$ cat config.mk
export PLATFORM = sky130hd
export DESIGN_NAME = rr_arb_stage_flat
export DESIGN_NICKNAME = d
export VERILOG_FILES = /design/src/rtl/rr_arb_stage_pkg.sv /design/src/rtl/rr_arb_stage_if.sv /design/src/rtl/rr_arb_stage_premux.sv /design/src/rtl/rr_arb_stage.sv /design/src/flat_wrapper.sv
export SDC_FILE = /design/constraint.sdc
export NUM_CORES = 1
export LEC_CHECK = 0
export CORE_MARGIN = 1
export CORE_UTILIZATION = 36
export CTS_BUF_LIST = sky130_fd_sc_hd__clkbuf_4 sky130_fd_sc_hd__clkbuf_8
export CTS_CLUSTER_DIAMETER = 100
export DETAILED_ROUTE_END_ITERATION = 10
export GPL_ROUTABILITY_DRIVEN = 0
export GPL_TIMING_DRIVEN = 0
export PLACE_DENSITY = 0.84
export SETUP_SLACK_MARGIN = 0.02
export SKIP_LAST_GASP = 1
export SLEW_MARGIN = 20
export SYNTH_ARGS = -nofsm -noshare
export SYNTH_HDL_FRONTEND = slang
export SYNTH_SLANG_ARGS = --single-unit
$ cat constraint.sdc
create_clock -name clk -period 5.2 [get_ports clk]
set_input_delay 1.56 -clock clk [delete_from_list [all_inputs] [get_ports clk]]
set_output_delay 1.56 -clock clk [all_outputs]
set_load 0.005 [all_outputs]
$ cat src/rtl/rr_arb_stage_pkg.sv
// Shared arbitration helpers: round-robin pick and one-hot encoder, sized for up to
// ARB_MAX_N requesters so other arbiters can reuse them.
package rr_arb_stage_pkg;

  localparam int unsigned ARB_MAX_N = 16;
  localparam int unsigned ARB_IDX_W = 4;

  typedef logic [ARB_MAX_N-1:0] arb_vec_t;
  typedef logic [ARB_IDX_W-1:0] arb_idx_t;
  typedef logic [ARB_IDX_W:0]   arb_sum_t;

  function automatic arb_idx_t onehot_to_idx(input arb_vec_t oh);
    arb_idx_t idx;
    idx = '0;
    for (int unsigned i = 0; i < ARB_MAX_N; i++) begin
      if (oh[i]) idx = idx | arb_idx_t'(i);
    end
    return idx;
  endfunction

  // Scan n requesters starting at ptr, wrapping modulo n; first set bit wins.
  function automatic arb_vec_t rr_pick(input arb_vec_t req, input arb_idx_t ptr,
                                       input int unsigned n);
    arb_vec_t gnt;
    arb_sum_t idx;
    logic     found;
    gnt   = '0;
    found = 1'b0;
    for (int unsigned i = 0; i < ARB_MAX_N; i++) begin
      idx = {1'b0, arb_idx_t'(i)} + {1'b0, ptr};
      if (idx >= arb_sum_t'(n)) idx = idx - arb_sum_t'(n);
      if ((i < n) && !found && req[idx[ARB_IDX_W-1:0]]) begin
        gnt[idx[ARB_IDX_W-1:0]] = 1'b1;
        found                   = 1'b1;
      end
    end
    return gnt;
  endfunction

endpackage

$ cat src/rtl/rr_arb_stage_if.sv
// Request/response bundle of the round-robin arbitration stage.
interface rr_arb_stage_if #(
  parameter int unsigned W  = 32,
  parameter int unsigned N  = 4,
  parameter int unsigned IW = $clog2(N)
);
  logic [N-1:0]   req_valid;
  logic [N*W-1:0] req_data;
  logic [N-1:0]   req_last;
  logic [N-1:0]   req_ready;
  logic           out_valid;
  logic           out_ready;
  logic [W-1:0]   out_data;
  logic [N-1:0]   out_grant;
  logic [IW-1:0]  out_src;

  modport master (
    output req_valid, req_data, req_last, out_ready,
    input  req_ready, out_valid, out_data, out_grant, out_src
  );

  modport slave (
    input  req_valid, req_data, req_last, out_ready,
    output req_ready, out_valid, out_data, out_grant, out_src
  );
endinterface

$ cat src/rtl/rr_arb_stage_premux.sv
// One-hot mux with a pre-decoded select; an all-zero select yields zero.
module rr_arb_stage_premux #(
  parameter int unsigned W = 32,
  parameter int unsigned N = 4
) (
  input  logic [N-1:0]   sel,
  input  logic [N*W-1:0] in,
  output logic [W-1:0]   out
);

  always_comb begin
    out = '0;
    for (int unsigned i = 0; i < N; i++) begin
      out = out | (in[i*W +: W] & {W{sel[i]}});
    end
  end

endmodule

$ cat src/rtl/rr_arb_stage.sv
// Registered round-robin arbitration stage feeding a single valid/ready output register.
// Define ARB_LOCK_EN to hold the grant on one requester until its req_last beat.
module rr_arb_stage
  import rr_arb_stage_pkg::*;
#(
  parameter int unsigned W  = 32,
  parameter int unsigned N  = 4,
  parameter int unsigned IW = $clog2(N)
) (
  input logic           clk,
  input logic           rst_n,
  rr_arb_stage_if.slave bus
);

  logic          load;
  logic          accept;
  logic [N-1:0]  gnt;
  logic [W-1:0]  mux_data;
  arb_vec_t      pick;
  arb_idx_t      win_full;
  logic [IW-1:0] winner;
  logic [IW-1:0] ptr_inc;
  logic [IW-1:0] ptr_q, ptr_d;
  logic          unused_pick;
  logic          unused_win;

  logic          out_valid_q;
  logic [W-1:0]  out_data_q;
  logic [N-1:0]  out_grant_q;
  logic [IW-1:0] out_src_q;

  assign load   = ~out_valid_q | bus.out_ready;
  assign accept = load & (|gnt);

  always_comb pick = rr_pick(ARB_MAX_N'(bus.req_valid), ARB_IDX_W'(ptr_q), N);
  assign unused_pick = ^pick;

  always_comb win_full = onehot_to_idx(ARB_MAX_N'(gnt));
  assign winner     = win_full[IW-1:0];
  assign unused_win = ^win_full;

  assign ptr_inc = (winner == IW'(N - 1)) ? '0 : winner + 1'b1;

`ifdef ARB_LOCK_EN
  logic          lock_q, lock_d;
  logic [IW-1:0] lock_id_q, lock_id_d;
  logic          acc_last;

  // A locked packet owns the grant even while its requester idles.
  always_comb begin
    gnt = pick[N-1:0];
    if (lock_q) gnt = (N'(1) << lock_id_q) & bus.req_valid;
  end

  assign acc_last = |(gnt & bus.req_last);

  always_comb begin
    lock_d    = lock_q;
    lock_id_d = lock_id_q;
    ptr_d     = ptr_q;
    if (accept) begin
      if (acc_last) begin
        lock_d = 1'b0;
        ptr_d  = ptr_inc;
      end else if (!lock_q) begin
        lock_d    = 1'b1;
        lock_id_d = winner;
      end
    end
  end

  always_ff @(posedge clk or negedge rst_n) begin
    if (!rst_n) begin
      lock_q    <= 1'b0;
      lock_id_q <= '0;
    end else begin
      lock_q    <= lock_d;
      lock_id_q <= lock_id_d;
    end
  end
`else
  logic unused_last;

  assign gnt         = pick[N-1:0];
  assign unused_last = ^bus.req_last;

  always_comb begin
    ptr_d = ptr_q;
    if (accept) ptr_d = ptr_inc;
  end
`endif

  rr_arb_stage_premux #(
    .W(W),
    .N(N)
  ) u_premux (
    .sel(gnt),
    .in (bus.req_data),
    .out(mux_data)
  );

  always_ff @(posedge clk or negedge rst_n) begin
    if (!rst_n) begin
      ptr_q <= '0;
    end else begin
      ptr_q <= ptr_d;
    end
  end

  // An empty grant clears the output, so grant/src read zero whenever valid is low.
  always_ff @(posedge clk or negedge rst_n) begin
    if (!rst_n) begin
      out_valid_q <= 1'b0;
      out_data_q  <= '0;
      out_grant_q <= '0;
      out_src_q   <= '0;
    end else if (load) begin
      out_valid_q <= |gnt;
      out_data_q  <= mux_data;
      out_grant_q <= gnt;
      out_src_q   <= winner;
    end
  end

  assign bus.req_ready = gnt & {N{load}};
  assign bus.out_valid = out_valid_q;
  assign bus.out_data  = out_data_q;
  assign bus.out_grant = out_grant_q;
  assign bus.out_src   = out_src_q;

endmodule

$ cat src/flat_wrapper.sv
// flat-port wrapper written by rule: the top's interface ports become plain ports
module rr_arb_stage_flat import rr_arb_stage_pkg::*;
#(
  parameter int unsigned W  = 32,
  parameter int unsigned N  = 4,
  parameter int unsigned IW = $clog2(N)
)
  (clk, rst_n, bus_req_valid, bus_req_data, bus_req_last, bus_out_ready, bus_req_ready, bus_out_valid, bus_out_data, bus_out_grant, bus_out_src);
  rr_arb_stage_if #(.W(W), .N(N), .IW(IW)) bus_i ();
  input logic clk;
  input logic rst_n;
  input wire logic [$bits(bus_i.req_valid)-1:0] bus_req_valid;
  input wire logic [$bits(bus_i.req_data)-1:0] bus_req_data;
  input wire logic [$bits(bus_i.req_last)-1:0] bus_req_last;
  input wire logic [$bits(bus_i.out_ready)-1:0] bus_out_ready;
  output wire logic [$bits(bus_i.req_ready)-1:0] bus_req_ready;
  output wire logic [$bits(bus_i.out_valid)-1:0] bus_out_valid;
  output wire logic [$bits(bus_i.out_data)-1:0] bus_out_data;
  output wire logic [$bits(bus_i.out_grant)-1:0] bus_out_grant;
  output wire logic [$bits(bus_i.out_src)-1:0] bus_out_src;
  assign bus_i.req_valid = bus_req_valid;
  assign bus_i.req_data = bus_req_data;
  assign bus_i.req_last = bus_req_last;
  assign bus_i.out_ready = bus_out_ready;
  assign bus_req_ready = bus_i.req_ready;
  assign bus_out_valid = bus_i.out_valid;
  assign bus_out_data = bus_i.out_data;
  assign bus_out_grant = bus_i.out_grant;
  assign bus_out_src = bus_i.out_src;
  rr_arb_stage #(.W(W), .N(N), .IW(IW)) u_core (.clk(clk), .rst_n(rst_n), .bus(bus_i));
endmodule
==> metrics.cfg, run 1 <==
[clock_network]
worstSkewPairLatency_ps = 290
cts_sinks = 41
cts_tree = yes
htreeDepth = 2
root_buffer = clkbuf_8
path_clk_slew_ps = 80
cts_made_buffers = 5
cts_hold_buf = 0
clk_path_buf_depth = 2

[global_route]
grt_start_max_net_pins = 27
antenna_found_initial = 0
grt_pass1_wl_mm = 15.5
grt_overflow = 0
grt.total_usage_pct = 27.3
first_global_vias = 3006

[detailed_routing]
wl_per_cell_um = 18.2
drt_iter0_drc = 161
vias = 3022
drc = 0
postRouteWirelength_mm = 9.85
dr.pass1.iters = 4
viasPerCell = 5.59
ant_nets = 0

[placed_design]
dp_hpwl_mm = 7.29
io_buffers = 177
placed_area_um2 = 4390
place_ws_ps = -863

[outcome]
outcome = finished clean

[timing]
slew_violations = 0
fmax_mhz = 192
max_slew.worst_pin.slew_ps = 535
period_share_pct = 99.9
finalSetupViolCount = 0
rsz0062_at_grt = true
finalClockSkew_ps = 3.88
hold_violations = 0
tns_ps = 0
max_slew_margin_pct = 64.3
fin_crit_ps = 5200
setup_ws_ps = 4.42

[synthesis]
ys_seq_area_share_pct = 41.0
synth_nets = 415
ys_ff_latch = 41
syn_avg_cell_area_um2 = 9.30
ys_types = 41
synth_area_um2 = 2500
synth_warnings = 0
syn_inst = 269

[cells_and_area]
final_area_um2 = 4630
fill_cells = 550
multi_input_comb_area_um2 = 1390
syn_to_final_growth_pct = 85.1
regArea_um2 = 1030
nNetsFinal = 607
final_layout_size_suffix_gt1_share_pct = 10.2
antennaDiodeCount = 0

[setup_path]
crit_path_end_kind = primary output
arrival_ps = 3640
r2r_end = u_core.bus.out_data[9]
rrSetupSlack_ps = 1740
path_cells = dlygate4sd2_1 -> mux4_2 -> buf_4 -> a21oi_2 -> a22oi_1 -> nand2_2 -> clkbuf_8 -> and2_1 -> clkdlybuf4s50_1
r2r_start = u_core.ptr_q[0]
required_ps = 3640
reg2reg_depth = 12
crit_type = primary input to primary output
slowest_stage = mux4_2
cp_max_fo = 10
startpoint_type = primary input
max_stage_delay_ps = 510

[die]
rows = 30
io_pins = 182
core_area_um2 = 6760
initial_core_util_pct = 37.0
die_h_um = 85.4
die_area_um2 = 7280
die_w_um = 85.4

[power_and_ir_drop]
peakVddDrop_v = 0.000353
leakage_nw = 1.86
p_per_area_nw_per_um2 = 621

[worst_hold_path]
min_path_type = flop to flop
worstHoldStart = u_core.bus.out_grant[3]
holdPathStages = 1
whs_endpoint = u_core.bus.out_grant[3]

[flow_run]
maxCapViolCount = 0

-- metal layers --
layer	up-vias	track usage [%]	wire, um
li1	1420	-	-
met1	1472	32.4	3870
met2	118	49.9	5150
met3	12	5.74	674
met4	0	7.42	148
met5	-	0	0
-- worst max-delay path, delay by kind of cell --
family	cells	cell delay (ps)
buffers and inverters	4	1120
muxes	1	510
and+or+nand+nor	2	230
AOI/OAI and AO/OA	2	200
-- layout make-up --
class                           instances  share of cell area [%]
Buffer                                 22                    2.84
Timing Repair Buffer                  188                    40.3
Multi-Input combinational cell        197                    30.1
Inverter                                6                   0.486
Tap cell                               80                    2.16
Clock buffer                            6                    1.78
Clock inverter                          1                   0.162
Sequential cell                        41                    22.2
-- synthesized netlist by cell type --
master | count | area, um2
a22oi_1 | 67 | 503
dfrtp_1 | 41 | 1030
nor2_1 | 38 | 143
a31oi_1 | 32 | 200
clkbuf_1 | 16 | 60.1
buf_2 | 7 | 35.0
ha_1 | 7 | 87.6
inv_1 | 6 | 22.5
a21oi_1 | 5 | 25.0
and2_1 | 5 | 31.3
and3_1 | 4 | 25.0
mux2_2 | 4 | 45.0
nand2b_1 | 3 | 18.8
o21ai_0 | 3 | 15.0
buf_6 | 2 | 22.5
nand2_1 | 2 | 7.51
o21a_1 | 2 | 15.0
xnor2_1 | 2 | 17.5
a2111o_1 | 1 | 11.3
a211o_1 | 1 | 8.76
a211oi_1 | 1 | 7.51
a21bo_2 | 1 | 10.0
a21boi_0 | 1 | 7.51
a221o_1 | 1 | 10.0
a221oi_1 | 1 | 8.76
a222oi_1 | 1 | 10.0
a2bb2oi_1 | 1 | 8.76
a32oi_1 | 1 | 8.76
and2_0 | 1 | 6.26
and4b_1 | 1 | 10.0
mux2i_1 | 1 | 10.0
mux4_2 | 1 | 22.5
nand3_1 | 1 | 5.00
nor2b_1 | 1 | 6.26
nor3_1 | 1 | 5.00
nor3b_1 | 1 | 7.51
o22a_1 | 1 | 8.76
o2bb2ai_1 | 1 | 8.76
o31ai_1 | 1 | 7.51
or2_1 | 1 | 6.26
or3_1 | 1 | 6.26
-- stage by stage --
stage	instances	power [mW]	hold slack [ps]	util, %
floorplan	269	1.67	488	-
global route	541	3.11	513	68.5
detailed placement	527	2.48	492	64.9
global placement	526	2.42	478	64.7
CTS	535	2.78	511	67.1
finish	541	2.87	507	68.5
-- sequential cells by signal, indices dropped and copies added, names as in the netlist --
name	count
u_core.bus.out_grant	4
u_core.bus.out_src	2
u_core.ptr_q	2
u_core.bus.out_valid	1
u_core.bus.out_data	32
-- what timing repair did --
item / in CTS / in global routing
hold endpoints to repair: 0 / 0
pin swaps: 3 / 1
buffers inserted: 4 / 6
setup endpoints to repair: 4 / 4
gates resized for setup: 21 / 12
-- report_power, final --
part	leakage, nW	total [mW]	switching [mW]	internal [mW]
combinational	1.34	2.06	1.00	1.06
clock	0.0433	0.218	0.113	0.105
sequential	0.480	0.594	0.101	0.494
-- cells by family (layout without fill, tap and decap cells) --
kind of cell    count (synthesis)  count (layout)  synth area share [%]
compound gates                122             122                  35.0
simple gates                   60              60                  11.1
flops                          41              41                  41.0
buf+inv                        31             223                  5.60
fa+ha+maj                       7               7                  3.50
mux                             6               6                  3.10
xor+xnor                        2               2                 0.700
-- how the worst max path moves through the flow --
stage / start / depth (start not counted) / end
after detailed placement: bus_req_valid[1] / 9 / bus_req_ready[3]
after floorplan: bus_req_valid[3] / 6 / bus_req_ready[2]
after CTS: bus_req_valid[3] / 7 / bus_req_ready[0]
final: bus_req_valid[3] / 9 / bus_req_ready[3]
after global routing: bus_req_valid[3] / 9 / bus_req_ready[3]
after global placement: bus_req_valid[3] / 9 / bus_req_ready[3]
-- placed cells by master (no fill, tap or decap), drive strengths merged, types with 5 or more instances in the layout --
master / count
buf: 21
and2: 6
clkbuf: 19
ha: 7
a22oi: 67
a21oi: 5
nor2: 38
a31oi: 32
clkdlybuf4s50: 169
inv: 6
dfrtp: 41
No activity file was read; power rests on OpenSTA's default activity.
==> inputs of run 2 (changes only) <==
--- a/config.mk
+++ b/config.mk
@@ -5,7 +5,7 @@
 export SDC_FILE = /design/constraint.sdc
 export NUM_CORES = 1
 export LEC_CHECK = 0
-export CORE_MARGIN = 1
+export CORE_MARGIN = 4
 export CORE_UTILIZATION = 36
 export CTS_BUF_LIST = sky130_fd_sc_hd__clkbuf_4 sky130_fd_sc_hd__clkbuf_8
 export CTS_CLUSTER_DIAMETER = 100
==> metrics.cfg, run 2 (same netlist as run 1, synthesis figures left out) <==
[power_and_ir_drop]
switchingPower_mw = 1.20
intPower_mw = 1.62
leakage_nw = 1.83
seqPwrFrac_pct = 21.1
power.total_mw = 2.82
p_per_area_nw_per_um2 = 616
pwr-share-clk_pct = 8.2
switching_share_pct = 42.7
comb_power_share_pct = 70.6
peakVddDrop_v = 0.000296

[timing]
finalSetupViolCount = 1
fmax_mhz = 192
fin_crit_ps = 5210
finalClockSkew_ps = 6.70
tns_ps = -5.14
period_share_pct = 100
max_slew_margin_pct = 63.8
hold_violations = 0
rsz0062_at_grt = true
hold_ws_ps = 504
max_slew.worst_pin.slew_ps = 543
setup_ws_ps = -5.14
slew_violations = 0

[clock_network]
cts_sinks = 41
htreeDepth = 2
cts_hold_buf = 0
cts_made_buffers = 5
cts_tree = yes
path_clk_slew_ps = 80
clk_path_buf_depth = 2
worstSkewPairLatency_ps = 290
root_buffer = clkbuf_8

[detailed_routing]
postRouteWirelength_mm = 10.3
dr.pass1.iters = 5
drc = 0
drt_iter0_drc = 79
ant_nets = 0
vias = 3010
viasPerCell = 5.63
wl_per_cell_um = 19.2

[die]
core_area_um2 = 6760
io_pins = 182
die_h_um = 91.4
die_area_um2 = 8340
initial_core_util_pct = 37.0
die_w_um = 91.4
rows = 30

[placed_design]
io_buffers = 177
place_inst = 527
placed_area_um2 = 4400
dp_hpwl_mm = 7.99

[flow_run]
maxCapViolCount = 0

[setup_path]
arrival_ps = 3650
r2r_start = u_core.ptr_q[0]
reg2reg_depth = 12
required_ps = 3640
crit_type = primary input to primary output
cp_max_fo = 17
startpoint = bus_req_valid[3]
startpoint_type = primary input
crit_path_end_kind = primary output

[global_route]
grt_overflow = 0
antenna_found_initial = 0
grt.total_usage_pct = 23.6
grt_start_max_net_pins = 22
grt_pass1_wl_mm = 15.8
first_global_vias = 3078

[cells_and_area]
final_layout_size_suffix_gt1_share_pct = 8.35
regArea_um2 = 1030
final_area_um2 = 4580
nNetsFinal = 600
syn_to_final_growth_pct = 83.1
multi_input_comb_area_um2 = 1380
final_common_cell = clkdlybuf4s50_1
fill_cells = 548
instances_no_fill = 535
final_cell_mix = clkdlybuf4s50_1, a22oi_1, dfrtp_1
antennaDiodeCount = 0
largest_reg_flops = 32

[worst_hold_path]
holdPathStages = 1
min_path_type = flop to flop
worstHoldStart = u_core.bus.out_grant[3]

[outcome]
outcome = finished with violations
violations = negative setup slack

## run 2: cell types whose count changed in the layout (fill, tap and decap cells not counted), sizes merged
cell,previous run,this run
buf,21,15
clkinv,0,1
clkinvlp,1,0
dlygate4sd2,3,4
dlymetal6s2s,2,1
## run 2: routing by layer
layer	vias up	GRT usage [%]	share of wire [%]
met5	-	0	0
met2	137	43.9	53
li1	1409	-	-
met3	15	6.13	8.2
met1	1449	26.4	37
met4	0	6.53	1.7
## run 2: cell type report
type                            instances  area share (%)
Buffer                                 22            2.90
Clock buffer                            7            2.10
Clock inverter                          1           0.109
Inverter                                6           0.492
Multi-Input combinational cell        197            30.2
Sequential cell                        41            22.4
Tap cell                               80            2.19
Timing Repair Buffer                  181            39.7
## run 2: path summary, 6_finish.rpt
| check | slack, ps | end |
|---|---|---|
| worst max-delay path | -5 | bus_req_ready[0] |
| worst min-delay path | 500 | u_core.bus.out_grant[3] |
| worst max register to register | 1780 | u_core.bus.out_data[5] |
| worst min register to register | 500 | u_core.bus.out_grant[3] |
| max in group asynchronous | 3470 | u_core.bus.out_data[22] |
| min in group asynchronous | 1230 | u_core.bus.out_data[2] |
## run 2: critical path, cell delays in order
cell	delay, ps
dlygate4sd2_1	290
mux4_2	540
o31ai_2	260
a221o_1	150
buf_6	180
and2_1	140
clkdlybuf4s50_1	510
## run 2: per-stage QoR
| step | setup slack [ps] | utilization, % |
|---|---|---|
| global route | -69.5 | 67.8 |
| global placement | -848 | 64.7 |
| floorplan | 501 | - |
| CTS | -49.3 | 67.5 |
| detailed placement | -918 | 65.1 |
| finish | -5.14 | 67.8 |
## run 2: power groups by stage
stage | registers, mW | logic, mW | clock network (mW)
6_report | 0.597 | 1.99 | 0.232
3_5_place_dp | 0.601 | 1.90 | 0
3_3_place_gp | 0.590 | 1.85 | 0
5_1_grt | 0.615 | 2.16 | 0.249
2_1_floorplan | 0.602 | 1.07 | 0
4_1_cts | 0.596 | 1.98 | 0.237
## run 2: timing repair
item | CTS | global route
pin swaps | 3 | 1
setup buffers | 3 | 0
resized for setup | 24 | 6
setup endpoints to repair | 4 | 2
==> inputs of run 3 (changes only) <==
--- a/config.mk
+++ b/config.mk
@@ -5,14 +5,15 @@
 export SDC_FILE = /design/constraint.sdc
 export NUM_CORES = 1
 export LEC_CHECK = 0
+export ABC_CLOCK_PERIOD_IN_PS = 4750
 export CORE_MARGIN = 4
-export CORE_UTILIZATION = 36
+export CORE_UTILIZATION = 32
 export CTS_BUF_LIST = sky130_fd_sc_hd__clkbuf_4 sky130_fd_sc_hd__clkbuf_8
 export CTS_CLUSTER_DIAMETER = 100
 export DETAILED_ROUTE_END_ITERATION = 10
 export GPL_ROUTABILITY_DRIVEN = 0
 export GPL_TIMING_DRIVEN = 0
-export PLACE_DENSITY = 0.84
+export PLACE_DENSITY = 0.79
 export SETUP_SLACK_MARGIN = 0.02
 export SKIP_LAST_GASP = 1
 export SLEW_MARGIN = 20
==> constraint.sdc (replaced) <==
create_clock -name clk -period 4.75 [get_ports clk]
set_input_delay 1.425 -clock clk [delete_from_list [all_inputs] [get_ports clk]]
set_output_delay 1.425 -clock clk [all_outputs]
set_load 0.005 [all_outputs]
==> metrics.cfg, run 3 (same netlist as run 1, synthesis figures left out) <==
[outcome]
outcome = finished clean

[detailed_routing]
wl_per_cell_um = 18.9
postRouteWirelength_mm = 10.6
wl_met1_mm = 4.06
drt_iter0_drc = 148
ant_nets = 0
drc = 0
dr.pass1.iters = 4
vias = 2964
viasPerCell = 5.30
wl_met2_mm = 5.29
wl_met3_mm = 1.05
highest_layer = met4

[placed_design]
dp_hpwl_mm = 8.25
place_inst = 546
io_buffers = 177
place_ws_ps = -1080

[power_and_ir_drop]
switching_share_pct = 41.7
peakVddDrop_v = 0.000315
power.total_mw = 3.14
comb_power_share_pct = 69.9
leakage_nw = 1.83
p_per_area_nw_per_um2 = 682
pwr-share-clk_pct = 9.5
seqPwrFrac_pct = 20.6
switchingPower_mw = 1.31
intPower_mw = 1.83

[setup_path]
slowest_stage = mux4_2
cp.depth = 7
cpLargestDelayFamily = buffers and inverters
arrival_ps = 3220
startpoint_type = primary input
crit_buf_inv = 3
cp_max_fo = 6
max_stage_delay_ps = 510
path_cells = buf_2 -> mux4_2 -> buf_6 -> and2_0 -> a2111o_1 -> and2_1 -> dlygate4sd2_1
crit_path_end_kind = primary output
reg2reg_depth = 13
required_ps = 3320
crit_type = primary input to primary output

[clock_network]
cts_sinks = 41
cts_hold_buf = 0
cts_tree = yes
htreeDepth = 2
cts_made_buffers = 5
root_buffer = clkbuf_8
clk_path_buf_depth = 2
path_clk_slew_ps = 80
worstSkewPairLatency_ps = 290

[cells_and_area]
antennaDiodeCount = 0
final_common_cell = clkdlybuf4s50_1
fill_cells = 642
nNetsFinal = 605
final_cell_mix = clkdlybuf4s50_1, a22oi_1, dfrtp_1
instances_no_fill = 559
multi_input_comb_area_um2 = 1360
regArea_um2 = 1030
final_layout_size_suffix_gt1_share_pct = 9.35
largest_reg_flops = 32
syn_to_final_growth_pct = 84.1

[timing]
finalClockSkew_ps = 5.73
max_slew_margin_pct = 64.6
fmax_mhz = 215
rsz0062_at_grt = false
finalSetupViolCount = 0
setup_ws_ps = 105
period_share_pct = 97.8
max_slew.worst_pin.slew_ps = 531
tns_ps = 0
slew_violations = 0
hold_violations = 0
fin_crit_ps = 4640

[die]
die_w_um = 96.4
die_area_um2 = 9290
core_area_um2 = 7410
io_pins = 182
die_h_um = 96.4
rows = 31
initial_core_util_pct = 33.8

[worst_hold_path]
holdPathStages = 1
min_path_type = flop to flop

[global_route]
first_global_vias = 3000
grt_start_max_net_pins = 32
antenna_found_initial = 0
grt.total_usage_pct = 21.6
grt_pass1_wl_mm = 15.5
grt_overflow = 0

[flow_run]
maxCapViolCount = 0

-- run 3: power by group through the flow --
stage / Combinational [mW] / Sequential, mW / Clock [mW]
2_1_floorplan: 1.17 / 0.660 / 0
3_3_place_gp: 2.03 / 0.643 / 0
3_5_place_dp: 2.07 / 0.651 / 0
4_1_cts: 2.20 / 0.645 / 0.304
5_1_grt: 2.40 / 0.669 / 0.318
6_report: 2.20 / 0.646 / 0.299
-- run 3: worst register-to-register path: stages (launching register included) --
cell and delay [ps]:
dfrtp_1 510, buf_6 190, inv_1 90, ha_1 360
a211o_1 370, and3_1 210, a222oi_1 300, a21bo_4 270
buf_4 130, buf_4 170, buf_2 200, buf_2 220
a22oi_1 220, a31oi_1 120
-- run 3: area by class of cell --
cell class                 instances  share of cell area (%)
buffer                            21                    2.42
clock buffer                       7                    1.96
clock inverter                     1                   0.652
inverter                           6                   0.489
multi-input combinational        197                    29.6
sequential                        41                    22.3
tap                               99                    2.69
timing repair buffer             187                    39.9
-- run 3: worst paths after layout --
path,start,endpoint,slack [ps]
worst max register to register,u_core.ptr_q[0],u_core.bus.out_data[3],1240
min in group asynchronous,rst_n,u_core.bus.out_data[1],1000
max in group asynchronous,rst_n,u_core.bus.out_data[28],3290
worst max-delay path,bus_req_valid[0],bus_req_ready[2],110
worst min-delay path,u_core.bus.out_grant[3],u_core.bus.out_grant[3],510
worst min register to register,u_core.bus.out_grant[3],u_core.bus.out_grant[3],510
-- run 3: timing repair --
item	4_1_cts	5_1_grt
resized for setup	33	5
buffers inserted	7	2
endpoints found under the setup margin	4	2
pin swaps	4	2
-- run 3: metrics by stage --
step	area [um2]	hold WS, ps	util, %
detailed placement	4410	490	59.6
global placement	4400	477	59.3
finish	4610	507	62.2
CTS	4610	507	62.3
global route	4610	528	62.2
floorplan	2500	488	-
-- run 3: per-layer routing --
layer,up-vias,GRT usage (%)
met4,0,5.02
met3,15,5.11
li1,1425,-
met2,123,39.6
met5,-,0
met1,1401,25.5
